`src/rtl/csa_accumulator_pkg.sv`:
```
// csa_accumulator_pkg
// Shared types and sizing helpers for the carry-save accumulator.
//   acc_state_e      : controller states (accumulate, resolve, present result)
//   acc_width()      : accumulator width from operand width plus guard bits
//   resolve_cycles() : number of chunked-adder cycles needed to resolve a total
//   idx_width()      : width of the chunk index counter (never below 1 bit)
package csa_accumulator_pkg;

  // Default sizing used by the interface and the top level.
  localparam int DEFAULT_N     = 32;
  localparam int DEFAULT_G     = 4;
  localparam int DEFAULT_CHUNK = 9;

  typedef enum logic [1:0] {
    ST_ACC     = 2'd0,
    ST_RESOLVE = 2'd1,
    ST_OUT     = 2'd2
  } acc_state_e;

  function automatic int acc_width(input int n, input int g);
    return n + g;
  endfunction

  function automatic int resolve_cycles(input int acc_w, input int chunk);
    return acc_w / chunk;
  endfunction

  // $clog2(1) is 0, so a single-chunk configuration still gets a 1-bit index.
  function automatic int idx_width(input int r);
    return (r > 1) ? $clog2(r) : 1;
  endfunction

endpackage

```
`src/rtl/csa_accumulator_if.sv`:
```
// csa_accumulator_if
// Operand stream in, resolved sum out.
//   in_valid/in_ready/in_data/in_last : operand beats, in_last marks packet end
//   out_valid/out_ready               : result handshake
//   out_sum                           : packet sum modulo 2^ACC_W
//   out_ovf                           : sticky flag, true sum did not fit ACC_W
// The master modport is the side that produces operands and consumes results;
// the slave modport is the accumulator.
interface csa_accumulator_if
  import csa_accumulator_pkg::*;
#(
  parameter int N = DEFAULT_N,
  parameter int G = DEFAULT_G
);

  localparam int ACC_W = acc_width(N, G);

  logic             in_valid;
  logic             in_ready;
  logic [N-1:0]     in_data;
  logic             in_last;
  logic             out_valid;
  logic             out_ready;
  logic [ACC_W-1:0] out_sum;
  logic             out_ovf;

  modport master (
    output in_valid,
    input  in_ready,
    output in_data,
    output in_last,
    input  out_valid,
    output out_ready,
    input  out_sum,
    input  out_ovf
  );

  modport slave (
    input  in_valid,
    output in_ready,
    input  in_data,
    input  in_last,
    output out_valid,
    input  out_ready,
    output out_sum,
    output out_ovf
  );

endinterface

```
`src/rtl/csa_accumulator_csa_row.sv`:
```
// csa_row
// One row of independent full adders over three W-bit vectors.
//   a, b, c : addends
//   sum     : per-bit sum
//   carry   : per-bit carry, unshifted; carry[W-1] is the bit that falls off
//             the top once the parent shifts the vector into place
module csa_row #(
  parameter int W = 8
) (
  input  logic [W-1:0] a,
  input  logic [W-1:0] b,
  input  logic [W-1:0] c,
  output logic [W-1:0] sum,
  output logic [W-1:0] carry
);

  // Each bit is a full adder with no dependency on its neighbours, so the
  // row delay is constant regardless of width.
  always_comb begin
    sum   = a ^ b ^ c;
    carry = (a & b) | (a & c) | (b & c);
  end

endmodule

```
`src/rtl/csa_accumulator.sv`:
```
// csa_accumulator
// Sums an arbitrary-length packet of operands. The running total is kept as a
// redundant (sum, carry) pair so each beat costs one full-adder row. After the
// last beat the pair is collapsed by a CHUNK-bit ripple adder over R cycles,
// low chunk first, and the binary result is presented with a sticky overflow.
//   clk  : rising-edge clock
//   rst  : synchronous active-high reset, aborts any packet in flight
//   bus  : csa_accumulator_if slave (operand stream in, result out)
// ACC_W must be a multiple of CHUNK.
module csa_accumulator
  import csa_accumulator_pkg::*;
#(
  parameter int N     = DEFAULT_N,
  parameter int G     = DEFAULT_G,
  parameter int CHUNK = DEFAULT_CHUNK
) (
  input  logic             clk,
  input  logic             rst,
  csa_accumulator_if.slave bus
);

  localparam int ACC_W = acc_width(N, G);
  localparam int R     = resolve_cycles(ACC_W, CHUNK);
  localparam int IDX_W = idx_width(R);

  acc_state_e       state_q, state_d;
  logic [ACC_W-1:0] s_q, s_d;
  logic [ACC_W-1:0] c_q, c_d;
  logic [ACC_W-1:0] result_q, result_d;
  logic             ovf_q, ovf_d;
  logic [IDX_W-1:0] idx_q, idx_d;
  logic             cin_q, cin_d;
  logic             in_ready_q, in_ready_d;
  logic             out_valid_q, out_valid_d;

  logic [ACC_W-1:0] operand;
  logic [ACC_W-1:0] row_sum;
  logic [ACC_W-1:0] row_carry;
  logic [CHUNK-1:0] chunk_s;
  logic [CHUNK-1:0] chunk_c;
  logic [CHUNK:0]   chunk_total;
  logic             accept;

  assign operand = {{G{1'b0}}, bus.in_data};
  assign accept  = bus.in_valid & in_ready_q;

  csa_row #(.W(ACC_W)) u_row (
    .a     (s_q),
    .b     (c_q),
    .c     (operand),
    .sum   (row_sum),
    .carry (row_carry)
  );

  // in_ready is forced low while reset is held; the flop itself comes out of
  // reset high so the accumulator is ready on the first cycle after release.
  assign bus.in_ready  = in_ready_q & ~rst;
  assign bus.out_valid = out_valid_q;
  assign bus.out_sum   = result_q;
  assign bus.out_ovf   = ovf_q;

  // Next-state logic for the whole controller. The chunk being resolved is
  // picked with a constant-index loop so every part-select is static.
  // A carry leaving the top of a CSA row, or the top chunk of the resolver,
  // means the true sum reached 2^ACC_W, so both feed the sticky flag.
  always_comb begin
    state_d     = state_q;
    s_d         = s_q;
    c_d         = c_q;
    result_d    = result_q;
    ovf_d       = ovf_q;
    idx_d       = idx_q;
    cin_d       = cin_q;
    in_ready_d  = in_ready_q;
    out_valid_d = out_valid_q;
    chunk_s     = '0;
    chunk_c     = '0;

    for (int k = 0; k < R; k++) begin
      if (idx_q == IDX_W'(k)) begin
        chunk_s = s_q[k*CHUNK +: CHUNK];
        chunk_c = c_q[k*CHUNK +: CHUNK];
      end
    end
    chunk_total = {1'b0, chunk_s} + {1'b0, chunk_c} + {{CHUNK{1'b0}}, cin_q};

    case (state_q)
      ST_ACC: begin
        if (accept) begin
          s_d   = row_sum;
          c_d   = {row_carry[ACC_W-2:0], 1'b0};
          ovf_d = ovf_q | row_carry[ACC_W-1];
          if (bus.in_last) begin
            state_d    = ST_RESOLVE;
            idx_d      = '0;
            cin_d      = 1'b0;
            in_ready_d = 1'b0;
          end
        end
      end

      ST_RESOLVE: begin
        for (int k = 0; k < R; k++) begin
          if (idx_q == IDX_W'(k)) begin
            result_d[k*CHUNK +: CHUNK] = chunk_total[CHUNK-1:0];
          end
        end
        cin_d = chunk_total[CHUNK];
        idx_d = idx_q + IDX_W'(1);
        if (idx_q == IDX_W'(R - 1)) begin
          ovf_d       = ovf_q | chunk_total[CHUNK];
          state_d     = ST_OUT;
          out_valid_d = 1'b1;
        end
      end

      ST_OUT: begin
        if (bus.out_ready) begin
          s_d         = '0;
          c_d         = '0;
          ovf_d       = 1'b0;
          state_d     = ST_ACC;
          out_valid_d = 1'b0;
          in_ready_d  = 1'b1;
        end
      end

      default: begin
        state_d     = ST_ACC;
        in_ready_d  = 1'b1;
        out_valid_d = 1'b0;
      end
    endcase
  end

  // State register. Reset clears the redundant pair and the flag so an
  // aborted packet leaves nothing behind for the next one.
  always_ff @(posedge clk) begin
    if (rst) begin
      state_q     <= ST_ACC;
      s_q         <= '0;
      c_q         <= '0;
      result_q    <= '0;
      ovf_q       <= 1'b0;
      idx_q       <= '0;
      cin_q       <= 1'b0;
      in_ready_q  <= 1'b1;
      out_valid_q <= 1'b0;
    end else begin
      state_q     <= state_d;
      s_q         <= s_d;
      c_q         <= c_d;
      result_q    <= result_d;
      ovf_q       <= ovf_d;
      idx_q       <= idx_d;
      cin_q       <= cin_d;
      in_ready_q  <= in_ready_d;
      out_valid_q <= out_valid_d;
    end
  end

endmodule

```
`src/flat_wrapper.sv`:
```
// flat-port wrapper written by rule: the top's interface ports become plain ports
module csa_accumulator_flat import csa_accumulator_pkg::*;
#(
  parameter int N     = DEFAULT_N,
  parameter int G     = DEFAULT_G,
  parameter int CHUNK = DEFAULT_CHUNK
)
  (clk, rst, bus_in_valid, bus_in_ready, bus_in_data, bus_in_last, bus_out_valid, bus_out_ready, bus_out_sum, bus_out_ovf);
  csa_accumulator_if #(.N(N), .G(G)) bus_i ();
  input  logic clk;
  input  logic rst;
  input wire logic [$bits(bus_i.in_valid)-1:0] bus_in_valid;
  output wire logic [$bits(bus_i.in_ready)-1:0] bus_in_ready;
  input wire logic [$bits(bus_i.in_data)-1:0] bus_in_data;
  input wire logic [$bits(bus_i.in_last)-1:0] bus_in_last;
  output wire logic [$bits(bus_i.out_valid)-1:0] bus_out_valid;
  input wire logic [$bits(bus_i.out_ready)-1:0] bus_out_ready;
  output wire logic [$bits(bus_i.out_sum)-1:0] bus_out_sum;
  output wire logic [$bits(bus_i.out_ovf)-1:0] bus_out_ovf;
  assign bus_i.in_valid = bus_in_valid;
  assign bus_in_ready = bus_i.in_ready;
  assign bus_i.in_data = bus_in_data;
  assign bus_i.in_last = bus_in_last;
  assign bus_out_valid = bus_i.out_valid;
  assign bus_i.out_ready = bus_out_ready;
  assign bus_out_sum = bus_i.out_sum;
  assign bus_out_ovf = bus_i.out_ovf;
  csa_accumulator #(.N(N), .G(G), .CHUNK(CHUNK)) u_core (.clk(clk), .rst(rst), .bus(bus_i));
endmodule
```
`config.mk`:
```
export PLATFORM = sky130hd
export DESIGN_NAME = csa_accumulator_flat
export DESIGN_NICKNAME = d
export VERILOG_FILES = /design/src/rtl/csa_accumulator_pkg.sv /design/src/rtl/csa_accumulator_if.sv /design/src/rtl/csa_accumulator_csa_row.sv /design/src/rtl/csa_accumulator.sv /design/src/flat_wrapper.sv
export SDC_FILE = /design/constraint.sdc
export NUM_CORES = 1
export LEC_CHECK = 0
export CORE_MARGIN = 5
export CORE_UTILIZATION = 60
export CTS_CLUSTER_SIZE = 16
export DETAILED_ROUTE_END_ITERATION = 8
export PLACE_DENSITY = 0.88
export SETUP_SLACK_MARGIN = 0.02
export SKIP_LAST_GASP = 1
export SYNTH_ARGS = -nofsm -noshare
export SYNTH_HDL_FRONTEND = slang
export SYNTH_HIERARCHICAL = 1
export SYNTH_SLANG_ARGS = --single-unit
```
`constraint.sdc`:
```
create_clock -name clk -period 8.8 [get_ports clk]
set_clock_uncertainty 0.2 [all_clocks]
set_input_delay 1.76 -clock clk [delete_from_list [all_inputs] [get_ports clk]]
set_output_delay 1.76 -clock clk [all_outputs]
set_load 0.02 [all_outputs]
```
### After elaboration in Yosys (flattened, before gate mapping)

Index checks and enable logic that the tools add are counted.

* add/subtract/negate cells: 3
* equality and inequality tests: 9
* mux-type cells: 32
* bitwise operators: 14
* reductions and logical operators: 15

Operators by type and width (count)
* $pmux 36 s2: 2
* $mux 36: 3
* $and 36x32->36: 2
* $mux 9: 8
* $or 36x36->36: 2
* $and 36x36->36: 1
* $xor 36x32->36: 1
* $xor 36x36->36: 1
* $mux 2: 6
* $reduce_and 4->1: 3
* $add 10x1->10: 1
* $add 9x9->10: 1
* $pmux 1 s3: 3
* $reduce_and 3->1: 3
* $reduce_and 2->1: 4
* $mux 1: 7
* $eq 2x2->1 const B: 3
* $pmux 2 s3: 1
* $eq 2x1->1 const B: 2
* $logic_not 2->1: 2
* $ne 2x1->1 const B: 2
* $ne 2x2->1 const B: 2
* $pmux 2 s2: 1
* $reduce_bool 2->1: 2
* other kinds (6): 10

* bits in registers: 116
* input port bits: 37
* output and inout port bits: 39
* word-level logic and storage cells: 85

### Depth between registers and ports, before layout

* word-level depth: 10
* mapped depth: 16
* mapped depth without buffers: 14

### Modules after synthesis

The synthesis kept the hierarchy.

Modules (own cells, without submodules)
* csa_accumulator: times used 1, cells an instance 594, area an instance 5093.6 um^2, sequential area each 2302.2 um^2
* csa_row: times used 1, cells an instance 36, area an instance 720.7 um^2, sequential area each 0.0 um^2

### Worst setup path after synthesis

No wires, ideal clock.

* kind: input to output
* start point: input rst
* end point: output bus_in_ready
* data arrival time: 2347 ps
* required time: 6840 ps
* path slack: 4493 ps
* stages on the path: 3
* path buffers: 2
* cell sequence: buf_6 -> clkbuf_1 -> nor2b_1

* cells in the longest elaborated chain, start to end: 2

Ends and longest elaborated chain
* start, declared: line flat_wrapper.sv:11 `input logic rst;`
* $not 1->1: line csa_accumulator.sv:57 `assign bus.in_ready = in_ready_q & ~rst;`
* $and 1x1->1: line csa_accumulator.sv:57
* end, declared: line flat_wrapper.sv:13 `output wire logic [$bits(bus_i.in_ready)-1:0] bus_in_ready;`

No other way between the ends.

### Final worst setup path

Ends and elaborated chain as after synthesis.

==> results_dict.tcl <==
set metrics [dict create \
    status "finished clean" \
    hp-start "u_core/bus.out_sum[16]$_SDFFE_PP0P_" \
    grt_pass1_wl_um 23940 \
    port_buffers 75 \
    p_seq_share_pct 38.4 \
    worst_slack_ns 4.106 \
    ctsHoldBuffers 0 \
    r2r-end "u_core/bus.out_sum[15]$_SDFFE_PP0P_" \
    cts.clk_slew.worst_paths_ns 0.06 \
    netlist_instances 630 \
    setup_viol 0 \
    arrival_ns 2.73 \
    cts_tree "done" \
    routedWlPerCell_um 17.53 \
    gp_congestion 0.8658 \
    worst_slew_pin_slew_ns 0.9042 \
    synthFlopType "dfxtp_1" \
    h-tree-depth 4 \
    power_density_nw_per_um2 208.3 \
    p_int_mw 1.127 \
    core_um2 9594 \
    hold_viol 0 \
    final_cells 831 \
    r2r_slack_ns 4.92 \
    crit_path_max_fanout 36 \
    syn_area_um2 5814 \
    dieWidth_um 108.4 \
    crit_path_start_kind "input port" \
    slew_headroom_pct 39.72 \
    place_ws_ns 4.095 \
    layout.nets 772 \
    floorplan.initialDensity_pct 60.60 \
    vias 5027 \
    rr_startpoint "u_core/idx_q[0]$_SDFFE_PP0P_" \
    grt_usage_pct 26.26 \
    dieArea_um2 11760 \
    dr.pass1.iters 8 \
    num_antenna_cells 0 \
    drv_cap 0 \
    fin_crit_sh_pct 53.34 \
    cts.path.max_buffers 2 \
    register_area_um2 2302 \
    cts_buffers 17 \
    antenna_found_initial 0 \
    synth_seq_cells 115 \
    swShare_pct 24.62 \
    numClockSinks 115 \
    first_global_vias 4863 \
    clkLatencyLatePin_ns 0.52 \
    hold_path_class "reg -> reg" \
    layout_commonest_cell "dfxtp_1" \
    clockRootBuffer "clkbuf_8" \
    maxSlewViolCount 0 \
    comb_power_share_pct 12.6 \
    cp_cell_sequence "buf_4 > nor2b_1 > clkdlybuf4s50_1" \
    synth_edf_count 0 \
    hpwl_um 9528 \
    postCtsSetupBuffers 0 \
    io_pins 76 \
    routed_via_density 6.049 \
    cts_resized 0 \
    yosysSeqAreaShare_pct 39.60 \
    grt-ovfl-total 0 \
    async_flop_share_pct 0 \
    rsz0062_at_grt "false" \
    fin_tns_setup_ns 0 \
    synth_cell_types 46 \
    end_kind "primary output" \
    drive_above_1_share_pct 7.163 \
    p_switching_mw 0.3680 \
    fmax_mhz 213.0 \
    fillers 670 \
    min_path_cells 2 \
    final_cell_mix "dfxtp_1 (115), nor2_1 (97), clkdlybuf4s50_1 (74)" \
    synth_top_cell_area_share_pct 39.60 \
    ir_worst_vdd_v 0.0001431 \
    drtAntennaViolNets 0 \
    ff2ff_path_depth 14 \
    num_rows 36 \
    drtIter0Drc 486 \
    max_stage_delay_ns 0.61 \
    total_power_mw 1.495 \
    fin_crit_ns 4.694 \
    path_class "in -> out" \
    yosysWarnings 6 \
    grt_max_degree 92 \
    avgSynthCellArea_um2 9.229 \
    crit_required_ns 6.84 \
    clock_power_share_pct 49.1 \
    synth.area.top_cells "dfxtp_1 (40%), fa_1 (13%), a22oi_1 (9.3%)" \
    wl_um 14570 \
    multi_input_area_um2 3267 \
    cp_slowest_cell "clkdlybuf4s50_1" \
    dp_cells 799 \
    area_delta_synth_final_pct 23.41 \
    synth_area_leader_cell "dfxtp_1" \
    p_leak_nw 2.690 \
    holdPathEnd "u_core/bus.out_sum[16]$_SDFFE_PP0P_" \
    drc 0 \
    chipHeight_um 108.4 \
]
-- layout make-up --
cell class                      instances  area share (%)
Timing Repair Buffer                   81           11.05
Clock inverter                         10           2.493
Inverter                                4          0.2092
Tap cell                              133           2.319
Multi-Input combinational cell        466           45.53
Sequential cell                       115           32.08
Clock buffer                           22           6.312
-- registers in the layout, indices dropped and copies added, names as in the netlist --
signal                count
u_core/state_q            2
u_core/in_ready_q         1
u_core/bus.out_sum       36
u_core/s_q               36
u_core/bus.out_ovf        1
u_core/c_q               35
u_core/idx_q              2
u_core/bus.out_valid      1
u_core/cin_q              1
-- worst max-delay path by stage --
| stage | start | endpoint | slack (ns) | depth (start not counted) |
|---|---|---|---|---|
| floorplan | rst | bus_in_ready | 4.49 | 3 |
| global placement | rst | bus_in_ready | 4.10 | 3 |
| detailed placement | rst | bus_in_ready | 4.10 | 3 |
| CTS | rst | bus_in_ready | 4.09 | 3 |
| global route | rst | bus_in_ready | 4.02 | 3 |
| finish | rst | bus_in_ready | 4.11 | 3 |
-- worst max-delay path, delay by kind of cell --
family	cells	cell delay [ns]
buf+inv	2	0.83
simple gates	1	0.14
-- cells by family (layout without fill, tap and decap cells) --
logic type	Yosys count	count (layout)	synth area share, %
AO/OA/AOI/OAI	198	198	22.70
XOR/XNOR	4	4	0.7318
adder cells (fa/ha/maj)	50	50	15.67
buffers and inverters	53	117	4.584
flip-flops	115	115	39.60
multiplexers	1	1	0.1722
other	1	5	0.06450
AND/OR/NAND/NOR	208	208	16.48
-- power by group through the flow --
stage / Sequential, mW / Clock (mW) / Combinational, mW
2_1_floorplan: 0.580 / 0 / 0.128
3_5_place_dp: 0.583 / 0 / 0.181
3_3_place_gp: 0.582 / 0 / 0.173
6_report: 0.573 / 0.734 / 0.188
4_1_cts: 0.573 / 0.741 / 0.186
5_1_grt: 0.578 / 0.766 / 0.209
-- stage by stage --
| stage | cell area, um^2 | hold slack, ns | util, % |
|---|---|---|---|
| after floorplan | 5829 | 0.2319 | - |
| final | 7176 | 0.2627 | 74.79 |
| after CTS | 7176 | 0.2596 | 74.79 |
| after global placement | 6544 | 0.2521 | 68.21 |
| after detailed placement | 6544 | 0.2520 | 68.21 |
| after global routing | 7176 | 0.2868 | 74.79 |
-- Yosys cell counts, types with 2 or more instances --
master	count
nand2_1	62
dfxtp_1	115
and2_1	4
o21a_1	4
nor2_1	97
buf_2	15
nor2b_1	2
a21o_1	3
nand3b_1	31
a21oi_1	60
fa_1	38
buf_6	6
inv_1	4
a22oi_1	72
clkbuf_1	25
o21ai_0	24
buf_1	2
a211oi_1	13
o31ai_1	12
xnor2_1	3
nand2b_1	2
ha_1	12
-- routing by layer --
layer / GRT usage [%] / up-vias / share of wire [%]
met5: 0 / - / 0
met4: 10.46 / 0 / 3.0
met3: 7.224 / 30 / 7.4
met2: 43.25 / 253 / 49
met1: 32.68 / 2418 / 41
li1: - / 2326 / -
Power figures use the tool's default switching activity.
